[config.mk]
export PLATFORM = sky130hd
export DESIGN_NAME = pipe_stage_buf
export DESIGN_NICKNAME = d
export VERILOG_FILES = /design/src/rtl/cpu_pkg.sv /design/src/rtl/pipe_stage_entry.sv /design/src/rtl/pipe_stage_buf.sv
export SDC_FILE = /design/constraint.sdc
export NUM_CORES = 1
export LEC_CHECK = 0
export ABC_AREA = 0
export CORE_ASPECT_RATIO = 0.6
export CORE_UTILIZATION = 50
export CTS_CLUSTER_DIAMETER = 40
export DETAILED_ROUTE_END_ITERATION = 10
export HOLD_SLACK_MARGIN = 0.02
export PLACE_DENSITY = 0.85
export SLEW_MARGIN = 10
export SYNTH_ARGS = -nofsm -noshare
export SYNTH_HDL_FRONTEND = slang
export SYNTH_SLANG_ARGS = --single-unit
[constraint.sdc]
create_clock -name clk -period 3.5 [get_ports clk]
set_input_delay 1.05 -clock clk [delete_from_list [all_inputs] [get_ports clk]]
set_output_delay 1.05 -clock clk [all_outputs]
set_load 0.02 [all_outputs]
[src/rtl/cpu_pkg.sv]
// Shared CPU pipeline types: the side-effect enable vector and the mem/wb payload layout.
// The width of the payload struct sets the default data width of every stage buffer.
package cpu_pkg;

    localparam int STAGE_WE_W = 8;

    typedef logic [STAGE_WE_W-1:0] stage_we_t;

    // Bit positions inside stage_we_t; bit 7 is spare.
    localparam int WE_WREG  = 0;
    localparam int WE_HILO  = 1;
    localparam int WE_CP0   = 2;
    localparam int WE_TLBP  = 3;
    localparam int WE_TLBR  = 4;
    localparam int WE_TLBWI = 5;
    localparam int WE_TLBWR = 6;

    typedef struct packed {
        logic [31:0] wreg_data;
        logic [31:0] hilo_data;
        logic [31:0] cp0_data;
    } mem_wb_payload_t;

    localparam int PAYLOAD_W = $bits(mem_wb_payload_t);

endpackage

[src/rtl/pipe_stage_entry.sv]
// One storage slot of a pipeline boundary buffer: a valid flag plus payload and enables.
// load wins over clear; clear drops only the valid flag so the payload stays readable.
module pipe_stage_entry
    import cpu_pkg::*;
#(
    parameter int DATA_W = PAYLOAD_W,
    parameter int WE_W   = STAGE_WE_W
) (
    input  logic              clk,
    input  logic              rst,
    input  logic              load,
    input  logic              clear,
    input  logic [DATA_W-1:0] d_data,
    input  logic [WE_W-1:0]   d_we,
    output logic              valid,
    output logic [DATA_W-1:0] data,
    output logic [WE_W-1:0]   we
);

    // NOTE: the payload is reset too, because the head slot drives dn_data directly and it
    // must read zero after reset even when bubble clearing is disabled.
    // NOTE: sequential state is written with <= only, so every slot samples pre-edge values.
    always_ff @(posedge clk) begin
        if (rst) begin
            valid <= 1'b0;
            data  <= '0;
            we    <= '0;
        end else if (load) begin
            valid <= 1'b1;
            data  <= d_data;
            we    <= d_we;
        end else if (clear) begin
            valid <= 1'b0;
        end
    end

endmodule

[src/rtl/pipe_stage_buf.sv]
// Elastic valid/ready boundary register between CPU stages, built from DEPTH slots that
// shift toward the head on pop; slot 0 is the head, slot 1 the skid.
module pipe_stage_buf
    import cpu_pkg::*;
#(
    parameter int DATA_W          = PAYLOAD_W,
    parameter int WE_W            = STAGE_WE_W,
    parameter int DEPTH           = 2,
    parameter bit CLEAR_ON_BUBBLE = 1'b1,
    parameter int CNT_W           = 16
) (
    input  logic                       clk,
    input  logic                       rst,
    input  logic                       flush,
    input  logic                       up_valid,
    output logic                       up_ready,
    input  logic [DATA_W-1:0]          up_data,
    input  logic [WE_W-1:0]            up_we,
    output logic                       dn_valid,
    input  logic                       dn_ready,
    output logic [DATA_W-1:0]          dn_data,
    output logic [WE_W-1:0]            dn_we,
    output logic [$clog2(DEPTH+1)-1:0] occupancy,
    output logic [CNT_W-1:0]           bubble_cnt
);

    localparam int OCC_W = $clog2(DEPTH+1);

    logic [DEPTH-1:0]  e_valid;
    logic [DEPTH-1:0]  e_load;
    logic [DEPTH-1:0]  e_clear;
    logic [DATA_W-1:0] e_data [DEPTH];
    logic [WE_W-1:0]   e_we   [DEPTH];
    logic [DATA_W-1:0] d_data [DEPTH];
    logic [WE_W-1:0]   d_we   [DEPTH];

    logic             push;
    logic             pop;
    logic [OCC_W-1:0] occ_after_pop;
    logic [OCC_W-1:0] occ_next;

    // Valid slots are always contiguous from the head, so the count is also the push slot.
    // NOTE: the accumulator gets its default before the loop; without it this would latch.
    always_comb begin
        occupancy = '0;
        for (int i = 0; i < DEPTH; i++) begin
            occupancy = occupancy + OCC_W'(e_valid[i]);
        end
    end

    assign push          = up_valid & up_ready & ~flush;
    assign pop           = e_valid[0] & dn_ready & ~flush;
    assign occ_after_pop = occupancy - OCC_W'(pop);
    assign occ_next      = occ_after_pop + OCC_W'(push);

    for (genvar i = 0; i < DEPTH; i++) begin : g_slot
        if (i < DEPTH - 1) begin : g_shift
            // A new entry lands just behind the survivors; everything else moves up on pop.
            assign e_load[i] = (push && occ_after_pop == OCC_W'(i)) || (pop && e_valid[i+1]);
            assign d_data[i] = (push && occ_after_pop == OCC_W'(i)) ? up_data : e_data[i+1];
            assign d_we[i]   = (push && occ_after_pop == OCC_W'(i)) ? up_we   : e_we[i+1];
        end else begin : g_tail
            assign e_load[i] = push && occ_after_pop == OCC_W'(i);
            assign d_data[i] = up_data;
            assign d_we[i]   = up_we;
        end

        assign e_clear[i] = flush | pop;

        pipe_stage_entry #(
            .DATA_W (DATA_W),
            .WE_W   (WE_W)
        ) u_entry (
            .clk    (clk),
            .rst    (rst),
            .load   (e_load[i]),
            .clear  (e_clear[i]),
            .d_data (d_data[i]),
            .d_we   (d_we[i]),
            .valid  (e_valid[i]),
            .data   (e_data[i]),
            .we     (e_we[i])
        );
    end

    if (DEPTH == 1) begin : g_ready_comb
        assign up_ready = ~e_valid[0] | dn_ready;
    end else begin : g_ready_reg
        // Registered so downstream ready never reaches upstream combinationally.
        logic ready_q;

        always_ff @(posedge clk) begin
            if (rst || flush) begin
                ready_q <= 1'b1;
            end else begin
                ready_q <= occ_next < OCC_W'(DEPTH);
            end
        end

        assign up_ready = ready_q;
    end

    assign dn_valid = e_valid[0];
    assign dn_we    = e_valid[0] ? e_we[0] : '0;
    assign dn_data  = (e_valid[0] || !CLEAR_ON_BUBBLE) ? e_data[0] : '0;

    always_ff @(posedge clk) begin
        if (rst) begin
            bubble_cnt <= '0;
        end else if (!e_valid[0] && bubble_cnt != '1) begin
            bubble_cnt <= bubble_cnt + CNT_W'(1);
        end
    end

endmodule
==> key figures <==
Run status
  – Outcome: finished, final reports clean

Clocking
  – CTS tree: yes
  – H-Tree Depth: 1
  – Total CTS buffers: 23
  – Hold_buf cts: 0
  – Sink Count: 227
  – Post-CTS setup buffers: 0
  – Clock transition at path regs: 0.06 ns
  – Cts repair resizes: 0
  – Clock buffer depth: 3
  – Worst skew pair latency: 0.50 ns
  – CTS root buffer: clkbuf_16

GRT
  – GRT Resource Usage Total: 25.5%
  – Largest net degree at the start of global routing: 125
  – First-pass GRT wire length: 41800 µm
  – Gr ovfl total: 0
  – Initial antenna violation count: 1
  – Vias in the first global route: 8353

Min path
  – HP Start: g_slot[1].u_entry.data[37]
  – WHS Path Cells: 2
  – Worst hold path type: register to register
  – Hold Path Sink: g_slot[1].u_entry.data[37]

Finish
  – Area delta synth->final: 33.7%
  – Diode count: 0
  – Layout Nets: 1546
  – Register Area: 4550 µm²
  – Ratio of cells with drive above 1 in the final layout: 5.31%
  – Multi-input logic area: 4700 µm²
  – Fillers: 1491
  – Post-layout util: 68.2%

Drt
  – Detailed Route Iter0 Violations: 919
  – Total wire length: 26500 µm
  – Via density per instance: 5.55
  – Remaining DRCs: 0
  – DR pass1 iterations: 5
  – Final ANT Viol Nets: 0
  – Via count: 9414
  – WL/cell: 15.6 µm

Setup path
  – Family with the most delay on the worst path: buffers and inverters
  – Setup CP Type: register to primary output
  – Worst r2r src: g_slot[0].u_entry.valid
  – R2r setup slk: 0.48 ns
  – Cell breakdown of the critical path: buf_12 -> ha_1 -> clkdlybuf4s50_1
  – Critical path launch point type: register
  – CP max stage delay: 0.64 ns
  – Slowest cell on crit path: clkdlybuf4s50_1
  – Critical path capture point type: primary output
  – RR Endpoint: g_slot[0].u_entry.data[18]
  – CP Buf/Inv Count: 2
  – Crit path DAT: 2.35 ns
  – Critical path required time: 2.45 ns
  – R2r worst-path depth: 9
  – Worst Path Max Fanout: 63

Floorplan
  – Die area: 20000 µm²
  – Core area: 19000 µm²
  – Initial core utilization: 51.0%
  – Die Ht: 110 µm
  – # IOs: 233
  – Std-Cell Rows: 39
  – Die Wd: 182 µm

STA
  – Fmax: 294 MHz
  – Clock period minus worst slack: 3.40 ns
  – Worst-case clock skew: 0.0104 ns
  – Hold Vio Cnt, Final: 0
  – Worst slew pin tran: 0.708 ns
  – RSZ-0062 raised after global routing: false
  – Setup violations, final: 0
  – Fin crit share: 97.3%
  – Final TNS setup: 0 ns
  – Worst Hold Slack: 0.454 ns
  – Relative slew slack: 52.8%
  – Final max-slew violation count: 0

Yosys
  – Yosys top cell area share: 46.9%
  – Post-Syn Nets: 1376
  – Most common cell in the synthesized netlist: nand2_1
  – Synth Flop Type: dfxtp_1
  – Syn Inst Count: 1264
  – Synth Area per Inst: 7.66 µm²
  – Top post-synthesis cells by count: nand2_1, dfxtp_1, a21oi_1, nor2_1, and2_1
  – Post-synth cell types: 42
  – Async SR Flop Fraction: 0%
  – Synth Warn #: 0
  – Area contributors post-synth: dfxtp_1, nand2_1, a311oi_1
  – Largest area contributor in the netlist: dfxtp_1
  – Post-synthesis sequential area ratio: 46.9%
  – Mapped cell area: 9690 µm²
  – Post-synth EDFFs: 0
  – #FFs+latches synth: 227

Placement
  – Gpl congestion: 0.859
  – Detailed Place HPWL: 16500 µm
  – Port buffer count: 232

Power and ir drop
  – Internal power: 4.55 mW
  – Peak supply drop: 0.393 mV
  – Combinational power share: 10.2%
  – Sequential share of power: 46.7%
  – Net Switching: 1.42 mW
  – Clock network power share: 43.1%
  – Pleak: 4.44 nW
  – Pwr dens: 461 nW/µm²
  – Switch share: 23.7%

Job
  – Max_cap viols: 0
[worst max-delay path by stage]
stage	start	end	slack [ns]	cells after the start
global placement	dn_ready	g_slot[0].u_entry.data[49]	0.24	9
CTS	g_slot[0].u_entry.valid	occupancy[1]	0.07	3
floorplan	dn_ready	g_slot[0].u_entry.data[42]	0.73	9
global route	g_slot[0].u_entry.valid	occupancy[1]	0.003	3
detailed placement	dn_ready	g_slot[0].u_entry.data[4]	0.11	9
finish	g_slot[0].u_entry.valid	occupancy[1]	0.1	3
[power by group through the flow]
stage	sequential [mW]	clock, mW	combinational (mW)
2_1_floorplan	2.82	0	0.331
3_3_place_gp	2.84	0	0.585
3_5_place_dp	2.84	0	0.603
4_1_cts	2.78	2.61	0.606
5_1_grt	2.80	2.72	0.663
6_report	2.79	2.57	0.608
[sequential cells by signal, indices dropped and copies added, names as in the netlist]
register / count
g_slot.u_entry.valid: 2
bubble_cnt: 16
up_ready: 1
g_slot.u_entry.we: 16
g_slot.u_entry.data: 192
[tightest hold or removal path: cells and delay by family, from the launching register on]
kind	cells	cell delay (ns)
AO/OA/AOI/OAI	1	0.05
AND/OR/NAND/NOR	1	0.05
flip-flops	1	0.31
[kinds of logic (layout without fill, tap and decap cells)]
kind of cell | Yosys count | in the layout | synth area share [%]
AND/OR/NAND/NOR | 680 | 680 | 30.3
buffers and inverters | 113 | 298 | 4.88
flip-flops | 227 | 227 | 46.9
AO/OA/AOI/OAI | 237 | 237 | 17.1
adder cells (fa/ha/maj) | 3 | 3 | 0.388
XOR/XNOR | 2 | 2 | 0.181
multiplexers | 2 | 2 | 0.220
[through the flow]
stage	area [µm²]	cells	setup slack, ns	total power, mW
floorplan	9690	1264	0.726	3.15
global placement	12200	1655	0.237	3.42
detailed placement	12200	1655	0.110	3.44
CTS	13000	1695	0.0743	6.00
global route	13000	1695	0.00290	6.18
finish	13000	1695	0.0962	5.97
[metal layers]
metal  share of wire (%)  global-route usage [%]
met1                  46                    35.8
met2                  45                    40.7
met3                 8.3                    4.70
met4                 1.3                    5.57
met5               0.049                       0
[cell type report]
type | instances | area share [%]
Multi-Input combinational cell | 924 | 36.3
Sequential cell | 227 | 35.1
Timing Repair Buffer | 252 | 20.0
Clock buffer | 28 | 4.74
Tap cell | 246 | 2.38
Clock inverter | 12 | 1.38
Inverter | 6 | 0.174
[cells in the final DEF (no fill, tap or decap), types with 3 or more instances in the layout]
cell,synthesis,final
nand2_1,423,423
clkdlybuf4s50_1,0,231
dfxtp_1,227,226
nor2_1,115,115
a21oi_1,115,115
and2_1,105,105
a311oi_1,95,95
clkbuf_16,0,23
buf_4,0,11
a311oi_2,9,9
o21ai_0,9,9
buf_12,0,9
or3_1,8,7
inv_1,6,6
nor3_1,5,5
bufinv_16,0,4
nand3_1,3,3
nor4_1,3,3
nand4_1,3,3
a211oi_1,3,3
ha_1,3,3
clkinv_2,0,3
clkbuf_1,74,3
Power figures use the tool's default switching activity.
